## src/rtl/mem_arbiter.sv

```systemverilog
// Two-client round-robin arbiter for a block-transfer memory port.
// Each grant runs one command pulse, a ready-low/ready-high handshake and a BURST-beat data phase.
module mem_arbiter #(
  parameter int unsigned WIDTH_a = 16,
  parameter int unsigned WIDTH_d = 8,
  parameter int unsigned BURST   = 4,
  parameter int unsigned TIMEOUT = 255
) (
  input  logic               clock,
  input  logic               reset_n,
  input  logic               c0_rd,
  input  logic               c0_wr,
  input  logic [WIDTH_a-1:0] c0_addr,
  input  logic [WIDTH_d-1:0] c0_wdata,
  output logic [WIDTH_d-1:0] c0_rdata,
  output logic               c0_valid,
  output logic               c0_done,
  input  logic               c1_rd,
  input  logic               c1_wr,
  input  logic [WIDTH_a-1:0] c1_addr,
  input  logic [WIDTH_d-1:0] c1_wdata,
  output logic [WIDTH_d-1:0] c1_rdata,
  output logic               c1_valid,
  output logic               c1_done,
  output logic [1:0]         grant,
  output logic [WIDTH_a-1:0] mem_addr,
  output logic               mem_rd,
  output logic               mem_wr,
  output logic [WIDTH_d-1:0] mem_wdata,
  input  logic [WIDTH_d-1:0] mem_rdata,
  input  logic               mem_ready,
  output logic               timeout_err
);
  localparam int unsigned BW = (BURST > 1) ? $clog2(BURST) : 1;
  localparam int unsigned TW = $clog2(TIMEOUT + 1);

  typedef enum logic [2:0] {IDLE, ISSUE, WAIT_LO, WAIT_HI, XFER, DONE} state_t;

  state_t             r_state, w_next;
  logic [1:0]         r_grant;
  logic               r_last;
  logic [WIDTH_a-1:0] r_addr;
  logic               r_is_rd;
  logic [BW-1:0]      r_beat;
  logic [TW-1:0]      r_tcnt;
  logic [WIDTH_d-1:0] r_rdata0, r_rdata1;
  logic [1:0]         r_rvalid;

  logic w_req0, w_req1, w_pick1, w_tmo, w_xfer_wr;

  always_comb begin
    w_req0    = c0_rd | c0_wr;
    w_req1    = c1_rd | c1_wr;
    // r_last=1 means c1 owned the port last, so c0 wins a tie.
    w_pick1   = w_req1 & (~w_req0 | ~r_last);
    w_tmo     = ((r_state == WAIT_LO) || (r_state == WAIT_HI)) &&
                (r_tcnt == TW'(TIMEOUT - 1));
    w_xfer_wr = (r_state == XFER) && !r_is_rd;
    w_next    = r_state;
    case (r_state)
      IDLE:    if (w_req0 || w_req1) w_next = ISSUE;
      ISSUE:   if (mem_ready) w_next = WAIT_LO;
      WAIT_LO: if (w_tmo) w_next = DONE; else if (!mem_ready) w_next = WAIT_HI;
      WAIT_HI: if (w_tmo) w_next = DONE; else if (mem_ready) w_next = XFER;
      XFER:    if (r_beat == BW'(BURST - 1)) w_next = DONE;
      DONE:    w_next = IDLE;
      default: w_next = IDLE;
    endcase
  end

  always_comb begin
    grant       = r_grant;
    mem_addr    = r_addr;
    mem_rd      = (r_state == ISSUE) && mem_ready && r_is_rd;
    mem_wr      = (r_state == ISSUE) && mem_ready && !r_is_rd;
    mem_wdata   = w_xfer_wr ? (r_grant[1] ? c1_wdata : c0_wdata) : '0;
    c0_rdata    = r_rdata0;
    c1_rdata    = r_rdata1;
    c0_valid    = r_rvalid[0] | (w_xfer_wr & r_grant[0]);
    c1_valid    = r_rvalid[1] | (w_xfer_wr & r_grant[1]);
    c0_done     = (r_state == DONE) && r_grant[0];
    c1_done     = (r_state == DONE) && r_grant[1];
    timeout_err = w_tmo;
  end

  always_ff @(posedge clock or negedge reset_n) begin
    if (!reset_n) begin
      r_state  <= IDLE;
      r_grant  <= '0;
      r_last   <= 1'b1;
      r_addr   <= '0;
      r_is_rd  <= 1'b0;
      r_beat   <= '0;
      r_tcnt   <= '0;
      r_rdata0 <= '0;
      r_rdata1 <= '0;
      r_rvalid <= '0;
    end else begin
      r_state  <= w_next;
      r_rvalid <= '0;
      case (r_state)
        IDLE: if (w_req0 || w_req1) begin
          r_grant <= {w_pick1, ~w_pick1};
          r_addr  <= (w_pick1 ? c1_addr : c0_addr) & ~WIDTH_a'(3);
          r_is_rd <= w_pick1 ? c1_rd : c0_rd;
        end
        ISSUE:   if (mem_ready) r_tcnt <= '0;
        WAIT_LO: r_tcnt <= r_tcnt + TW'(1);
        WAIT_HI: begin
          r_tcnt <= r_tcnt + TW'(1);
          r_beat <= '0;
        end
        XFER: begin
          r_beat <= (r_beat == BW'(BURST - 1)) ? '0 : r_beat + BW'(1);
          if (r_is_rd) begin
            r_rvalid <= r_grant;
            if (r_grant[0]) r_rdata0 <= mem_rdata;
            if (r_grant[1]) r_rdata1 <= mem_rdata;
          end
        end
        DONE: begin
          r_last  <= r_grant[1];
          r_grant <= '0;
        end
        default: ;
      endcase
    end
  end

endmodule

```

## config.mk

```make
export PLATFORM = sky130hd
export DESIGN_NAME = mem_arbiter
export DESIGN_NICKNAME = d
export VERILOG_FILES = /design/src/rtl/mem_arbiter.sv
export SDC_FILE = /design/constraint.sdc
export NUM_CORES = 1
export LEC_CHECK = 0
export ABC_AREA = 1
export BUFFER_PORTS_ARGS = -buffer_cell sky130_fd_sc_hd__buf_4
export CAP_MARGIN = 20
export CORE_MARGIN = 1.5
export CORE_UTILIZATION = 39
export DETAILED_ROUTE_END_ITERATION = 10
export PLACE_DENSITY = 0.68
export SLEW_MARGIN = 0
export SYNTH_ARGS = -nofsm -noshare
export SYNTH_HDL_FRONTEND = slang
export SYNTH_SLANG_ARGS = --single-unit
```

## constraint.sdc

```tcl
create_clock -name clock -period 3.4 [get_ports clock]
set_input_delay 0.51 -clock clock [delete_from_list [all_inputs] [get_ports clock]]
set_output_delay 0.51 -clock clock [all_outputs]
set_load 0.01 [all_outputs]
```

Word-level counts from Yosys, hierarchy flattened
Index checks and enable logic that the tools add are counted.
{"block": "totals", "reg_bits": 49, "latchBits": 0, "ram_bits": 0, "mem_bits_ro": 0, "in_bits": 63, "output_inout_bits": 49, "elab_cells": 76, "mem_count": 0}
{"block": "op_classes", "n_addsub": 2, "multipliers": 0, "div": 0, "order_cmp": 0, "n_eq_ne": 12, "shifts": 0, "n_mux": 20, "n_bitwise": 11, "n_reduce_logical": 21}
{"operator": "2-to-1 mux 8 bit", "n": 3}
{"operator": "2-to-1 mux 3 bit", "n": 7}
{"operator": "2-to-1 mux 16 bit", "n": 1}
{"operator": "case mux 8 bit (2 select lines)", "n": 1}
{"operator": "case mux 3 bit (5 select lines)", "n": 1}
{"operator": "adder 8 x 1 -> 8 bit (second input constant)", "n": 1}
{"operator": "equality test 8 bit (second input constant)", "n": 1}
{"operator": "2-to-1 mux 2 bit", "n": 4}
{"operator": "case mux 2 bit (2 select lines)", "n": 2}
{"operator": "logical AND 1 bit", "n": 7}
{"operator": "equality test 3 x 2 -> 1 bit (second input constant)", "n": 2}
{"operator": "equality test 3 bit (second input constant)", "n": 2}
{"operator": "inequality test 3 bit (second input constant)", "n": 2}
{"operator": "AND reduction 2 bit", "n": 3}
{"operator": "AND reduction 3 bit", "n": 2}
{"operator": "nonzero test 2 bit", "n": 3}
{"operator": "bitwise OR 1 bit", "n": 5}
{"operator": "AND reduction 5 bit", "n": 1}
{"operator": "inequality test 2 bit (second input constant)", "n": 2}
{"operator": "bitwise AND 1 bit", "n": 3}
{"operator": "equality test 3 x 1 -> 1 bit (second input constant)", "n": 1}
{"operator": "zero test 3 bit", "n": 1}
{"operator": "inverter 1 bit", "n": 3}
{"operator": "adder 2 x 1 -> 2 bit (second input constant)", "n": 1}
{"operator": "6 further kinds", "n": 7}

Logic depth before layout (Yosys ltp)
Gate-level depths: netlist (run 1).
{"block": "logic_depth", "depth_word": 7, "mapped_depth": 11}

Least setup slack after synthesis (run 1)
No wires, ideal clock.
{"block": "synth_timing", "path_type": "reg2out", "startpoint": "register r_state[1]", "endpoint": "output port c0_valid", "t_arrival_ps": 1173, "path_slack_ps": 1717, "stages_incl_launch_ff": 6, "path_buffers": 0, "cell_sequence": "dfrtp_1 -> nor2_4 -> nand2_4 -> inv_1 -> nand2_1 -> o21bai_1"}
{"block": "synth_via", "elab_chain_cells": 4}
{"item": "start: declaration", "line_no": "39", "text": "state_t r_state, w_next;"}
{"item": "start signal: assignment", "line_no": "99", "text": "r_state <= w_next;"}
{"item": "equality test 3 bit", "line_no": "58", "text": "w_xfer_wr = (r_state == XFER) && !r_is_rd;"}
{"item": "logical AND 1 bit", "line_no": "58"}
{"item": "bitwise AND 1 bit", "line_no": "79", "text": "c0_valid = r_rvalid[0] | (w_xfer_wr & r_grant[0]);"}
{"item": "bitwise OR 1 bit", "line_no": "79"}
{"item": "end: declaration", "line_no": "16", "text": "output logic c0_valid,"}
Every way passes these cells.

Final worst setup path (run 1)
{"block": "layout_timing", "startpoint": "register r_state[1]", "endpoint": "output port mem_wdata[5]"}
{"block": "layout_via", "elab_chain_cells": 3}
{"item": "equality test 3 bit", "line_no": "58"}
{"item": "logical AND 1 bit", "line_no": "58"}
{"item": "2-to-1 mux 8 bit", "line_no": "76", "text": "mem_wdata = w_xfer_wr ? (r_grant[1] ? c1_wdata : c0_wdata) : '0;"}
{"item": "end: declaration", "line_no": "29", "text": "output logic [WIDTH_d-1:0] mem_wdata,"}
Every way passes these cells.

==> flow_metrics.env, run 1 <==
export IMPL_first_pass_iters=4
export IMPL_cts_tree="done"
export IMPL_vias=2307
export IMPL_die_w_microns=82.6
export IMPL_timing_slew_headroom_pct=55.2
export IMPL_synthCells=300
export IMPL_reg2reg_from="r_state[1]"
export IMPL_p_leak_nw=1.77
export IMPL_io_buffers=105
export IMPL_yosysMostFrequentCell="nand2_1"
export IMPL_crit_fanout=10
export IMPL_num_io_pins=112
export IMPL_synth_ff_type="dfrtp_1"
export IMPL_clk_latency_ps=300
export IMPL_path_clk_slew_ps=100
export IMPL_cts_buffers=5
export IMPL_cts_root_buf="clkbuf_8"
export IMPL_slew_violations=0
export IMPL_finish_utilization_pct=56.1
export IMPL_h_tree_depth=2
export IMPL_synth_common_cells="67 x nand2_1, 48 x dfrtp_1, 30 x nor2_1"
export IMPL_synth_area_sq_um=2470
export IMPL_final_antenna_net_count=0
export IMPL_synth_edf_count=0
export IMPL_grt_pass1_wl_microns=9400
export IMPL_cts_sinks=49
export IMPL_drive_above_1_share_pct=34.7
export IMPL_hold_viol=0
export IMPL_grt_pass1_vias=2125
export IMPL_gp_congestion=0.746
export IMPL_synth_warnings=0
export IMPL_skew_ps=10.1
export IMPL_grt_usage_pct=17.9
export IMPL_nFillCells=576
export IMPL_required_ps=2890
export IMPL_dp_hpwl_microns=4530
export IMPL_syn_avg_cell_area_sq_um=8.23
export IMPL_timing_final_crit_share_pct=67.3
export IMPL_fmax_mhz=437
export IMPL_rows=28
export IMPL_hp_class="input port to async pin"
export IMPL_status="finished, final reports clean"
export IMPL_area_delta_synth_final_pct=37.0
export IMPL_cts_setup_buffers=0
export IMPL_async_flop_share_pct=100
export IMPL_die_area_sq_um=6820
export IMPL_coreArea_sq_um=6030
export IMPL_post_drt_wl_per_cell_microns=12.6
export IMPL_die_h_microns=82.6
export IMPL_worstSetupPathType="flop to output port"
export IMPL_rsz0062_at_grt="false"
export IMPL_initial_core_util_pct=41.0
export IMPL_dp_cells=471
export IMPL_fin_cells=479
export IMPL_crit_path_start_kind="flop"
export IMPL_fin_nets=469
export IMPL_synth_top_cell_area_share_pct=48.6
export IMPL_grt_overflow=0
export IMPL_powerDensity_nw_per_um2=797
export IMPL_grt_max_degree=50
export IMPL_drv_cap=0
export IMPL_worstMarginPinSlew_ps=672
export IMPL_post_route_min_period_ps=2290
export IMPL_clock_path_buffers=2
export IMPL_ys_seq_elements=49
export IMPL_wl_microns=6010
export IMPL_setup_worst_path_end_class="output port"
export IMPL_setup_viol=0
export IMPL_antenna_found_initial=0
export IMPL_synth_area_leaders="dfrtp_1 49%, nand2_1 10%, o21ai_0 5.3%"
export IMPL_crit_path_start="r_state[1]"
export IMPL_cts_resized_gates=0
export IMPL_peakVddDrop_mv=0.465
export IMPL_crit_arrival_ps=1780
export IMPL_yosysTopAreaCell="dfrtp_1"
export IMPL_drc=0
export IMPL_setup_tns_ps=0
export IMPL_diodes=0
export IMPL_via_per_inst=4.82
export IMPL_yosysSeqAreaShare_pct=49.7
export IMPL_drtIter0Drc=64
export IMPL_holdBufCountCts=0
export IMPL_ys_types=30
==> registers in the layout, indices dropped and copies added (netlist names) <==
signal / flops
r_state: 3
r_tcnt: 8
r_rvalid: 2
c1_rdata: 8
grant: 2
r_is_rd: 1
c0_rdata: 8
r_beat: 2
mem_addr: 14
r_last: 1
==> worst paths after layout <==
| check | endpoint | slack (ps) | cells after the start |
|---|---|---|---|
| worst max register to register | mem_addr[11] | 1650 | 5 |
| worst min register to register | c1_rdata[0] | 500 | 2 |
| max in group asynchronous | r_state[2] | 2770 | 1 |
| worst max-delay path | mem_wdata[5] | 1110 | 6 |
| min in group clock | mem_addr[15] | 460 | 3 |
| worst min-delay path | c0_rdata[1] | 210 | 1 |
==> area by class of cell <==
type | instances | area, sq um | share of cell area (%)
Clock buffer | 6 | 82.6 | 2.44
Clock inverter | 2 | 16.3 | 0.481
Inverter | 35 | 131 | 3.88
Multi-Input combinational cell | 206 | 1040 | 30.6
Sequential cell | 49 | 1230 | 36.3
Tap cell | 75 | 93.8 | 2.77
Timing Repair Buffer | 106 | 796 | 23.5
==> power breakdown <==
group	internal [mW]	switching [mW]
Sequential	0.850	0.192
Clock	0.168	0.203
Combinational	0.567	0.716
Total	1.59	1.11
==> cell families (layout without fill, tap and decap cells) <==
family | count (synthesis) | in the layout | share of synthesized area, %
and+or+nand+nor | 124 | 124 | 21.9
AOI/OAI and AO/OA | 73 | 73 | 16.8
DFF | 49 | 49 | 49.7
buffers and inverters | 46 | 149 | 8.51
xor gates and xnor gates | 4 | 4 | 1.42
adders and majority gates | 3 | 3 | 1.52
other | 1 | 2 | 0.152
==> cells in the final DEF (no fill, tap or decap), drive strengths merged <==
cell,Yosys,layout
a21oi,12,12
a22oi,1,1
a31oi,1,1
buf,10,106
clkbuf,1,6
clkinvlp,0,1
conb,1,2
dfrtp,48,48
dfstp,1,1
ha,3,3
inv,35,36
nand2,72,72
nand3,15,15
nor2,32,32
nor3,5,5
o21ai,52,52
o21bai,3,3
o22ai,4,4
xnor2,1,1
xor2,3,3
==> through the flow <==
stage / worst slack, ps / instance area, sq um / hold WS [ps] / power [mW]
after CTS: 1120 / 3380 / 236 / 2.73
after global routing: 1000 / 3380 / 256 / 2.95
after floorplan: 1720 / 2470 / 214 / 1.81
after global placement: 1370 / 3280 / 468 / 2.31
after detailed placement: 1350 / 3280 / 474 / 2.35
final: 1110 / 3380 / 209 / 2.70
==> worst max-delay path: stages (launching register included) <==
cell and delay [ps]:
dfrtp_1 480, nor2_4 200, nand2_4 110, inv_1 90
nand2_1 230, a21oi_1 230, buf_4 150
==> metal layers <==
layer | GRT usage [%] | up-vias | wire (microns)
li1 | - | 1164 | -
met4 | 4.67 | 0 | 46
met5 | 0 | - | 0
met1 | 22.5 | 1069 | 2600
met3 | 4.73 | 5 | 456
met2 | 30.4 | 69 | 2910
No activity file was read; power rests on OpenSTA's default activity.
==> run 2, diff against run 1 <==
==> constraint.sdc (replaced) <==
create_clock -name clock -period 2.2 [get_ports clock]
set_input_delay 0.33 -clock clock [delete_from_list [all_inputs] [get_ports clock]]
set_output_delay 0.33 -clock clock [all_outputs]
set_load 0.01 [all_outputs]
==> run 2 against run 1 <==
Net effect:
- final area is 0.19% higher
- combinational power rose by 57%
- hold slack got worse by 200 ps
- register-to-register slack worse by 1000 ps
- via count increased by 0.39%
- non-clock buffer count is 1 higher
- global-route usage hardly changed
==> flow_metrics.env, run 2 (synthesis results as in run 1) <==
export IMPL_wl_met1_microns=2570
export IMPL_grt_usage_pct=17.9
export IMPL_antenna_found_initial=0
export IMPL_path_clk_slew_ps=100
export IMPL_first_pass_iters=4
export IMPL_timing_final_crit_share_pct=90.2
export IMPL_drtIter0Drc=131
export IMPL_dr_max_layer_used="met4"
export IMPL_hold_ws_ps=11.2
export IMPL_largest_reg_flops=14
export IMPL_worstSetupPathType="flop to output port"
export IMPL_initial_core_util_pct=41.0
export IMPL_p_int_mw=2.43
export IMPL_final_cell_mix="107 x buf_4, 66 x nand2_1, 48 x dfrtp_1"
export IMPL_clock_path_buffers=2
export IMPL_die_area_sq_um=6820
export IMPL_wl_microns=6070
export IMPL_io_buffers=105
export IMPL_die_h_microns=82.6
export IMPL_hp_class="input port to async pin"
export IMPL_vias=2316
export IMPL_post_route_min_period_ps=1980
export IMPL_seq_power_share_pct=38.5
export IMPL_slew_violations=0
export IMPL_combPwrFrac_pct=48.1
export IMPL_hold_viol=0
export IMPL_area_delta_synth_final_pct=37.2
export IMPL_coreArea_sq_um=6030
export IMPL_dp_hpwl_microns=4560
export IMPL_drc=0
export IMPL_timing_slew_headroom_pct=58.9
export IMPL_cts_sinks=49
export IMPL_diodes=0
export IMPL_drv_cap=0
export IMPL_drive_above_1_share_pct=35.1
export IMPL_final_common_cell="buf_4"
export IMPL_setup_viol=0
export IMPL_h_tree_depth=2
export IMPL_num_io_pins=112
export IMPL_grt_pass1_vias=2045
export IMPL_clk_latency_ps=310
export IMPL_rsz0062_at_grt="false"
export IMPL_grt_pass1_wl_microns=9290
export IMPL_powerDensity_nw_per_um2=1230
export IMPL_crit_fanout=10
export IMPL_required_ps=1870
export IMPL_grt_overflow=0
export IMPL_setup_tns_ps=0
export IMPL_peakVddDrop_mv=0.669
export IMPL_worstMarginPinSlew_ps=617
export IMPL_gp_congestion=0.773
export IMPL_fmax_mhz=504
export IMPL_die_w_microns=82.6
export IMPL_cts_buffers=5
export IMPL_grt_max_degree=50
export IMPL_final_antenna_net_count=0
export IMPL_fin_nets=470
export IMPL_p_leak_nw=1.77
export IMPL_wl_met2_microns=2950
export IMPL_cts_root_buf="clkbuf_8"
export IMPL_swShare_pct=41.8
export IMPL_cts_tree="done"
export IMPL_skew_ps=7.14
export IMPL_setup_worst_path_end_class="output port"
export IMPL_rows=28
export IMPL_crit_arrival_ps=1650
export IMPL_post_drt_wl_per_cell_microns=12.6
export IMPL_crit_path_start_kind="flop"
export IMPL_routed_wl_met3_microns=481
export IMPL_power_net_switching_mw=1.74
export IMPL_power_frac_clock_pct=13.4
export IMPL_status="finished, final reports clean"
export IMPL_via_per_inst=4.83
export IMPL_holdBufCountCts=0
-- run 2: changes by cell type in the layout (fill, tap and decap cells not counted), sizes merged --
cell,previous run,this run
clkinv,0,2
clkbuf,6,5
buf,106,107
clkinvlp,1,0
-- run 2: through the flow --
stage                     utilization, %  std cells  setup slack, ps  power, mW  cell area (sq um)
after global routing                56.3        480             68.5       4.54               3390
after global placement              54.6        472              472       3.58               3290
final                               56.3        480              215       4.17               3390
after detailed placement            54.6        472              454       3.65               3290
after CTS                           56.2        480              101       4.21               3390
after floorplan                        -        301              697       2.79               2470
-- run 2: cell type report --
class,count,area [sq um]
clock inverters,3,26.3
flip-flops and latches,49,1230
well taps,75,93.8
clock buffers,5,68.8
inverters,35,131
repair buffers,107,803
multi-input cells,206,1040
fillers,575,2640
-- run 2: path summary, 6_finish.rpt --
path / start / to / slack [ps] / cells after the start
worst max register to register: r_state[1] / mem_addr[11] / 630 / 5
min in group clock: c1_addr[14] / mem_addr[14] / 270 / 3
worst min-delay path: reset_n / c1_rdata[6] / 10 / 1
worst min register to register: c1_rdata[7] / c1_rdata[7] / 490 / 2
worst max-delay path: r_state[1] / mem_wdata[2] / 220 / 6
max in group asynchronous: reset_n / mem_addr[8] / 1760 / 1
-- run 2: timing repair --
item | 4_1_cts | 5_1_grt
resized for setup | 0 | 1
endpoints found under the setup margin | 0 | 8
setup buffers | 0 | 0
-- run 2: worst max-delay path, stage by stage (launching register included) --
cell,delay [ps]
dfrtp_1,480
nor2_4,200
nand2_4,110
inv_1,100
nand2_2,140
a21oi_1,180
buf_4,140
-- run 2: metal layers --
metal	up-vias	GRT usage, %
met1	1072	22.9
met2	71	29.6
met4	0	5.00
met5	-	0
li1	1167	-
met3	6	5.27
-- run 2: power groups by stage --
stage          combinational [mW]  sequential, mW  clock [mW]
2_1_floorplan                1.09            1.70           0
3_3_place_gp                 1.98            1.60           0
3_5_place_dp                 2.03            1.61           0
4_1_cts                      2.03            1.60       0.579
5_1_grt                      2.25            1.67       0.613
6_report                     2.01            1.61       0.561
